--- config.mk ---
export PLATFORM = sky130hd
export DESIGN_NAME = if_fetch_unit
export DESIGN_NICKNAME = d
export VERILOG_FILES = /design/src/rtl/if_fetch_unit_pkg.sv /design/src/rtl/if_fetch_unit_fifo.sv /design/src/rtl/if_fetch_unit.sv
export SDC_FILE = /design/constraint.sdc
export NUM_CORES = 1
export LEC_CHECK = 0
export CORE_MARGIN = 2
export CORE_UTILIZATION = 65
export DETAILED_ROUTE_END_ITERATION = 10
export DONT_BUFFER_PORTS = 1
export PLACE_DENSITY = 0.81
export SLEW_MARGIN = 20
export SYNTH_ARGS = -nofsm -noshare
export SYNTH_HDL_FRONTEND = slang
export SYNTH_SLANG_ARGS = --single-unit
--- constraint.sdc ---
create_clock -name clk -period 4.9 [get_ports clk]
set_input_delay 0.49 -clock clk [delete_from_list [all_inputs] [get_ports clk]]
set_output_delay 0.49 -clock clk [all_outputs]
set_load 0.01 [all_outputs]
--- src/rtl/if_fetch_unit_pkg.sv ---
// Shared instruction-fetch definitions: imem word width and the NOP bubble encoding.
package if_fetch_unit_pkg;

    localparam int unsigned IMEM_WIDTH = 16;
    localparam logic [IMEM_WIDTH-1:0] OP_NOP = '0;

endpackage

--- src/rtl/if_fetch_unit_fifo.sv ---
// Prefetch queue: DEPTH x WIDTH synchronous FIFO with clear, count, empty and full.
module if_prefetch_fifo #(
    parameter int unsigned DEPTH = 4,
    parameter int unsigned WIDTH = 24
) (
    input  logic                       clk,
    input  logic                       rst_n,
    input  logic                       push,
    input  logic                       pop,
    input  logic                       clear,
    input  logic [WIDTH-1:0]           wdata,
    output logic [WIDTH-1:0]           rdata,
    output logic [$clog2(DEPTH):0]     count,
    output logic                       empty,
    output logic                       full
);

    localparam int unsigned AW = $clog2(DEPTH);
    localparam int unsigned CW = AW + 1;

    logic [WIDTH-1:0] mem [DEPTH];
    logic [AW-1:0]    rd_ptr;
    logic [AW-1:0]    wr_ptr;
    logic             do_push;
    logic             do_pop;

    assign empty   = (count == '0);
    assign full    = (count == CW'(DEPTH));
    assign do_push = push & ~full;
    assign do_pop  = pop & ~empty;
    assign rdata   = mem[rd_ptr];

    always_ff @(posedge clk or negedge rst_n) begin
        if (!rst_n) begin
            rd_ptr <= '0;
            wr_ptr <= '0;
            count  <= '0;
        end else if (clear) begin
            rd_ptr <= '0;
            wr_ptr <= '0;
            count  <= '0;
        end else begin
            if (do_push) wr_ptr <= wr_ptr + AW'(1);
            if (do_pop)  rd_ptr <= rd_ptr + AW'(1);
            count <= count + CW'(do_push) - CW'(do_pop);
        end
    end

    always_ff @(posedge clk) begin
        if (do_push && !clear) mem[wr_ptr] <= wdata;
    end

    // The issue limit keeps queued plus in-flight words within DEPTH.
    push_while_full: assert property (@(posedge clk) disable iff (!rst_n) !(push && full && !clear));

endmodule

--- src/rtl/if_fetch_unit.sv ---
// Fetch front end: issues imem word reads, queues {pc, word}, feeds decode, redirects on taken branch.
module if_fetch_unit
    import if_fetch_unit_pkg::*;
#(
    parameter int unsigned          PC_WIDTH = 8,
    parameter int unsigned          DEPTH    = 4,
    parameter logic [PC_WIDTH-1:0]  RESET_PC = '0
) (
    input  logic                  clk,
    input  logic                  rst_n,
    input  logic                  instruction_fetch_en,
    input  logic                  branch_taken,
    input  logic [5:0]            branch_offset_imm,
    output logic [15:0]           instruction,
    output logic                  imem_req,
    output logic [PC_WIDTH-1:0]   imem_addr,
    input  logic                  imem_gnt,
    input  logic                  imem_rvalid,
    input  logic [15:0]           imem_rdata,
    output logic                  fetch_empty
);

    localparam int unsigned CW = $clog2(DEPTH) + 1;
    localparam int unsigned EW = PC_WIDTH + IMEM_WIDTH;

    logic [PC_WIDTH-1:0] fetch_pc;
    logic [PC_WIDTH-1:0] resp_pc;
    logic [PC_WIDTH-1:0] id_pc;
    logic [PC_WIDTH-1:0] target;
    logic [CW-1:0]       outstanding;
    logic [CW-1:0]       outstanding_next;
    logic [CW-1:0]       discard;
    logic [CW-1:0]       count;
    logic [CW:0]         in_use;
    logic [EW-1:0]       head;
    logic                empty;
    logic                full;
    logic                redirect;
    logic                grant;
    logic                push;
    logic                pop;

    assign redirect    = branch_taken & instruction_fetch_en;
    assign pop         = instruction_fetch_en & ~empty & ~redirect;
    assign push        = imem_rvalid & (discard == '0);
    assign in_use      = {1'b0, count} + {1'b0, outstanding};
    assign imem_req    = rst_n & ~redirect & (in_use < (CW+1)'(DEPTH));
    assign imem_addr   = fetch_pc;
    assign grant       = imem_req & imem_gnt;
    assign instruction = (empty | redirect) ? OP_NOP : head[IMEM_WIDTH-1:0];
    assign fetch_empty = empty;
    assign target      = id_pc + PC_WIDTH'(1) + PC_WIDTH'(signed'(branch_offset_imm));

    assign outstanding_next = outstanding + CW'(grant) - CW'(imem_rvalid);

    if_prefetch_fifo #(
        .DEPTH (DEPTH),
        .WIDTH (EW)
    ) u_fifo (
        .clk   (clk),
        .rst_n (rst_n),
        .push  (push),
        .pop   (pop),
        .clear (redirect),
        .wdata ({resp_pc, imem_rdata}),
        .rdata (head),
        .count (count),
        .empty (empty),
        .full  (full)
    );

    always_ff @(posedge clk or negedge rst_n) begin
        if (!rst_n) begin
            fetch_pc    <= RESET_PC;
            resp_pc     <= RESET_PC;
            id_pc       <= '0;
            outstanding <= '0;
            discard     <= '0;
        end else begin
            outstanding <= outstanding_next;
            if (instruction_fetch_en) id_pc <= head[EW-1:IMEM_WIDTH];
            // Every word still in flight after this edge belongs to the squashed stream.
            if (redirect) begin
                fetch_pc <= target;
                resp_pc  <= target;
                discard  <= outstanding_next;
            end else begin
                if (grant) fetch_pc <= fetch_pc + PC_WIDTH'(1);
                if (push)  resp_pc  <= resp_pc + PC_WIDTH'(1);
                if (imem_rvalid && discard != '0) discard <= discard - CW'(1);
            end
        end
    end

endmodule
# --- After elaboration in Yosys (flattened, before gate mapping) ---
# Memory sizes are Yosys's and may differ from the RTL's.
# Cells that the tools add are included.
op_classes:
  n_addsub: 12
  n_lt_le_gt_ge: 1
  n_eq_ne: 1
  muxes: 14
  bitwise: 13
  n_reduce_logical: 11
op_table:
  columns: ["cell", "count"]
  rows:
  - ["$mux W8", 4]
  - ["$add A8 B1 Y8 const B", 3]
  - ["$mux W16", 1]
  - ["$reduce_bool A2 Y1", 5]
  - ["$and A1 B1 Y1", 9]
  - ["$mux W3", 3]
  - ["$add A8 B8 Y8", 1]
  - ["$mux W2", 4]
  - ["$add A3 B1 Y3", 2]
  - ["$logic_not A3 Y1", 2]
  - ["$sub A3 B1 Y3", 2]
  - ["$add A2 B1 Y2 const B", 2]
  - ["$add A3 B3 Y4", 1]
  - ["$lt A4 B3 Y1 const B", 1]
  - ["$eq A3 B3 Y1 const B", 1]
  - ["$not A1 Y1", 3]
  - ["$reduce_bool A3 Y1", 1]
  - ["$sub A3 B1 Y3 const B", 1]
  - ["$logic_and A1 B1 Y1", 2]
  - ["$mux W1", 2]
  - ["$logic_not A1 Y1", 1]
  - ["$or A1 B1 Y1", 1]
totals:
  register_bits: 37
  ram_bits: 96
  in_bits: 28
  n_memories: 1
mem_list:
  columns: ["name", "depth", "width", "rd", "rd_ports_with_merged_regs", "write_ports", "line_no", "source"]
  rows:
  - ["u_fifo.mem", 4, 24, 1, 0, 1, "if_fetch_unit_fifo.sv:21", "logic [WIDTH-1:0] mem [DEPTH];"]

# --- Longest topological paths before layout ---
logic_depth:
  depth_word: 8
  mapped_depth: 12
  mapped_depth_nobuf: 11

# --- Modules after synthesis ---
# Synthesis repeated with hierarchy kept, for this count alone.
unflattened:
  hier_cells: 380
  hier_area_um2: 5953.2
modules_own_cells:
  columns: ["mod", "n_inst", "cells_per_inst", "area_per_inst_um2"]
  rows:
  - ["if_prefetch_fifo", 1, 174, 3963.8]
  - ["if_fetch_unit", 1, 206, 1989.4]

# --- Least setup slack after synthesis ---
# OpenSTA, ideal clock, no wires.
synth_timing:
  kind: "flip-flop to flip-flop"
  start: "reg u_fifo.count[2]"
  end: "reg discard[2]"
  setup_time_ns: 0.136
  t_arrival_ns: 2.498
  required_ns: 4.764
  path_slack_ns: 2.266
  path_stages_with_launch: 13
  path_buffers: 1
  period_less_slack_ns: 2.634
  cell_sequence: "dfrtp_1 -> ha_1 -> nor4b_4 -> and3_1 -> buf_2 -> nand2_1 -> ha_1 -> inv_1 -> ha_1 -> fa_1 -> xnor2_1 -> nand2_1 -> o21ai_0"
synth_via:
  elab_chain_len: 7
synth_rtl:
  columns: ["item", "line_no", "source"]
  rows:
  - ["start: declaration", "if_fetch_unit_fifo.sv:13", "output logic [$clog2(DEPTH):0] count,"]
  - ["start signal: assignment", "if_fetch_unit_fifo.sv:45", "count <= count + CW'(do_push) - CW'(do_pop);"]
  - ["$add A3 B3 Y4", "if_fetch_unit.sv:46", "assign in_use = {1'b0, count} + {1'b0, outstanding};"]
  - ["$lt A4 B3 Y1", "if_fetch_unit.sv:47", "assign imem_req = rst_n & ~redirect & (in_use < (CW+1)'(DEPTH));"]
  - ["$and A1 B1 Y1", "if_fetch_unit.sv:47", null]
  - ["$and A1 B1 Y1", "if_fetch_unit.sv:49", "assign grant = imem_req & imem_gnt;"]
  - ["$add A3 B1 Y3", "if_fetch_unit.sv:54", "assign outstanding_next = outstanding + CW'(grant) - CW'(imem_rvalid);"]
  - ["$sub A3 B1 Y3", "if_fetch_unit.sv:54", null]
  - ["named net outstanding_next[2]", "if_fetch_unit.sv:31", "logic [CW-1:0] outstanding_next;"]
  - ["$mux W3", "if_fetch_unit.sv:83", "if (redirect) begin"]
  - ["end signal: assignment", "if_fetch_unit.sv:86", "discard <= outstanding_next;"]
  - ["end signal: assignment", "if_fetch_unit.sv:90", "if (imem_rvalid && discard != '0) discard <= discard - CW'(1);"]
  - ["end: declaration", "if_fetch_unit.sv:32", "logic [CW-1:0] discard;"]
# The timed path passes the listed nets, and every way through them passes these cells.
# A chain may end at the register's enable or synchronous reset.

# --- Worst setup path in the final report ---
# Same ends and word-level chain as after synthesis.

==> impl_metrics.json <==
{
  "drt-vias-per-instance": 6.39,
  "cp_common_cell": "ha_1",
  "nNetsFinal": 443,
  "wl_per_cell_um": 21.4,
  "die_w_um": 99.1,
  "grt.total_usage": 0.247,
  "ctsResizeCount": 0,
  "hold_path.class": "input port to register",
  "finalHoldViolCount": 0,
  "fin_crit_ps": 2970,
  "grt_pass1_wl_um": 17900,
  "ys_warn_count": 0,
  "drc": 0,
  "drv_cap": 0,
  "place_congestion": 0.797,
  "drt_iter0_drc": 274,
  "post_cts_buffers": 0,
  "root_buffer": "clkbuf_8",
  "startpoint_type": "register",
  "leakage_uw": 0.00244,
  "cts_tree": "done",
  "ctsHoldBuffers": 2,
  "io_pins": 54,
  "syn-num-nets": 431,
  "cts.path.max_buffers": 2,
  "final_cell_mix": "edfxtp_1 (96), dfrtp_1 (37), mux4_2 (24), and3_1 (23), ha_1 (21)",
  "ant_nets": 0,
  "ys_seq_elements": 133,
  "synth_area_um2": 5880,
  "avgSynthCellArea_um2": 15.5,
  "finalMaxSlewViolations": 0,
  "p_sw_uw": 1320,
  "diodes": 0,
  "tightest_slew_ps": 718,
  "cts_sinks": 133,
  "synth_compound_area_frac": 0.0415,
  "synth_edf_count": 96,
  "cpPeakStageDelay_ps": 430,
  "portBuffers": 0,
  "cp_data_required_time_ps": 5330,
  "die-area_um2": 9830,
  "cts_made_buffers": 17,
  "insertion_delay_ps": 520,
  "design_area_um2": 6640,
  "wl_um": 11000,
  "worstPathMaxFanout": 5,
  "grt_overflow_total": 0,
  "initial_core_util": 0.671,
  "p_int_uw": 2760,
  "die_h_um": 99.1,
  "status": "finished, final reports clean",
  "path_class": "register to register",
  "synth_mux_area_frac": 0.109,
  "ys_types": 46,
  "pwr-share-comb": 0.273,
  "synth-adder-area-share": 0.0549,
  "power_frac_seq": 0.411,
  "cts_htree_levels": 4,
  "fin_tns_setup_ps": 0,
  "synth_xor_area_frac": 0.0342,
  "place_area_um2": 6000,
  "dpl_worst_slack_ps": 2040,
  "antenna_found_initial": 0,
  "setup-violations-final": 0,
  "crit_chain": "ha_1, nor4b_4, and3_1, nand2_1, ha_1, inv_1, ha_1, fa_1, xnor2_1, nand2_1, o21ai_0",
  "final.period_utilization": 0.606,
  "place_inst": 478,
  "timing.hold.ws_ps": 61.0,
  "power_density_nw_per_um2": 614,
  "crit_arrival_ps": 3400,
  "synth_top_area_frac": 0.490,
  "area_growth_pct": 12.8,
  "rsz0062_at_grt": "false",
  "yosys_most_used_dff": "edfxtp_1",
  "p_sw_frac": 0.324,
  "final_cells": 512,
  "dp_hpwl_um": 6730,
  "slowest_stage": "dfrtp_1",
  "max_slew_margin": 0.521,
  "final_common_cell": "edfxtp_1",
  "power_frac_clock": 0.317,
  "skew_ps": 6.35,
  "grt_start_max_net_pins": 38,
  "yosysTopAreaCell": "edfxtp_1",
  "peakVddDrop_mv": 0.326,
  "grt_pass1_vias": 3454,
  "max_freq_mhz": 337,
  "synth_seq_area_share": 0.647,
  "path_clk_slew_ps": 60,
  "fill_cells": 483,
  "dr.pass1.iters": 5,
  "drive_above_1_share": 0.186,
  "rows": 34,
  "synth-async-reset-ratio": 0.278,
  "vias": 3271,
  "synthCells": 379,
  "coreArea_um2": 8760,
  "synth_area_leaders": "edfxtp_1 (49%), dfrtp_1 (16%), mux4_2 (9.2%), ha_1 (4.5%), and3_1 (2.4%)",
  "yosys.area_share.simple": 0.0893,
  "synth_top_family_by_area": "multiplexers",
  "fin_ws_ps": 1930,
  "cp-end-kind": "register"
}
[worst max-delay path: cells and delay by family (launching register included)]
family                     cells  cell delay [ps]
AOI/OAI and AO/OA              1              120
buffers and inverters          1               40
DFF                            1              430
adders and majority gates      4             1210
xor gates and xnor gates       1              240
and+or+nand+nor                4              840
[logic make-up after synthesis]
group / count (synthesis)
AOI/OAI and AO/OA: 40
xor gates and xnor gates: 23
adders and majority gates: 24
buffers and inverters: 34
DFF: 133
muxes: 33
and+or+nand+nor: 92
[stage by stage]
stage / utilization / total power [uW]
floorplan: - / 2540
global placement: 0.684 / 2730
detailed placement: 0.684 / 2780
CTS: 0.757 / 4100
global route: 0.757 / 4290
finish: 0.757 / 4080
[cells in the mapped netlist, types with 2 or more instances]
master	number
inv_1	18
nand4_1	7
buf_2	3
o21a_1	2
a311oi_1	2
a21oi_1	17
nand2_1	17
a31oi_1	3
and2_1	4
nor3_1	4
nor4_1	2
fa_1	3
or3_1	3
o21ai_0	8
nand3_1	6
ha_1	21
nor2_1	15
edfxtp_1	96
nand2b_1	2
xnor2_1	11
xor2_1	12
mux2_2	7
mux2i_1	2
and3_1	23
mux4_2	24
nor2b_1	2
clkbuf_1	10
dfrtp_1	37
[sequential cells by signal, summed over array words and instances, names as in the netlist]
| register | cells |
|---|---|
| u_fifo.mem | 96 |
| id_pc | 8 |
| imem_addr | 8 |
| resp_pc | 8 |
| discard | 3 |
| outstanding | 3 |
| u_fifo.count | 3 |
| u_fifo.rd_ptr | 2 |
| u_fifo.wr_ptr | 2 |
[final timing paths]
path	from	endpoint	slack (ps)	cells past startpoint
min in group asynchronous	rst_n	id_pc[6]	430	2
min	imem_rdata[14]	u_fifo.mem[2][14]	60	0
max	u_fifo.count[2]	discard[2]	1930	11
min reg2reg	id_pc[6]	id_pc[6]	520	1
max reg2reg	u_fifo.count[2]	discard[2]	1930	11
max in group asynchronous	rst_n	resp_pc[0]	4270	2
[final cells by class]
cell class,count,area (um2),area share
Timing Repair Buffer,9,82.6,0.0124
Clock buffer,18,418,0.0630
Sequential cell,133,3810,0.574
Tap cell,108,135,0.0204
Inverter,18,67.6,0.0102
Multi-Input combinational cell,212,1930,0.291
Clock inverter,14,190,0.0287
[layer usage]
metal	vias to the layer above	part of all wire	track usage	wire, um
met4	0	0.013	0.0969	140
li1	1473	-	-	-
met3	17	0.058	0.0759	638
met2	108	0.53	0.406	5780
met5	-	0	0	0
met1	1673	0.40	0.311	4420
[power by group through the flow]
stage	Combinational, uW	Clock (uW)	Sequential (uW)
floorplan	933	0	1610
global placement	1050	0	1680
detailed placement	1080	0	1690
CTS	1120	1300	1670
global route	1240	1350	1700
finish	1110	1290	1670
(Power assumes the default switching activity.)
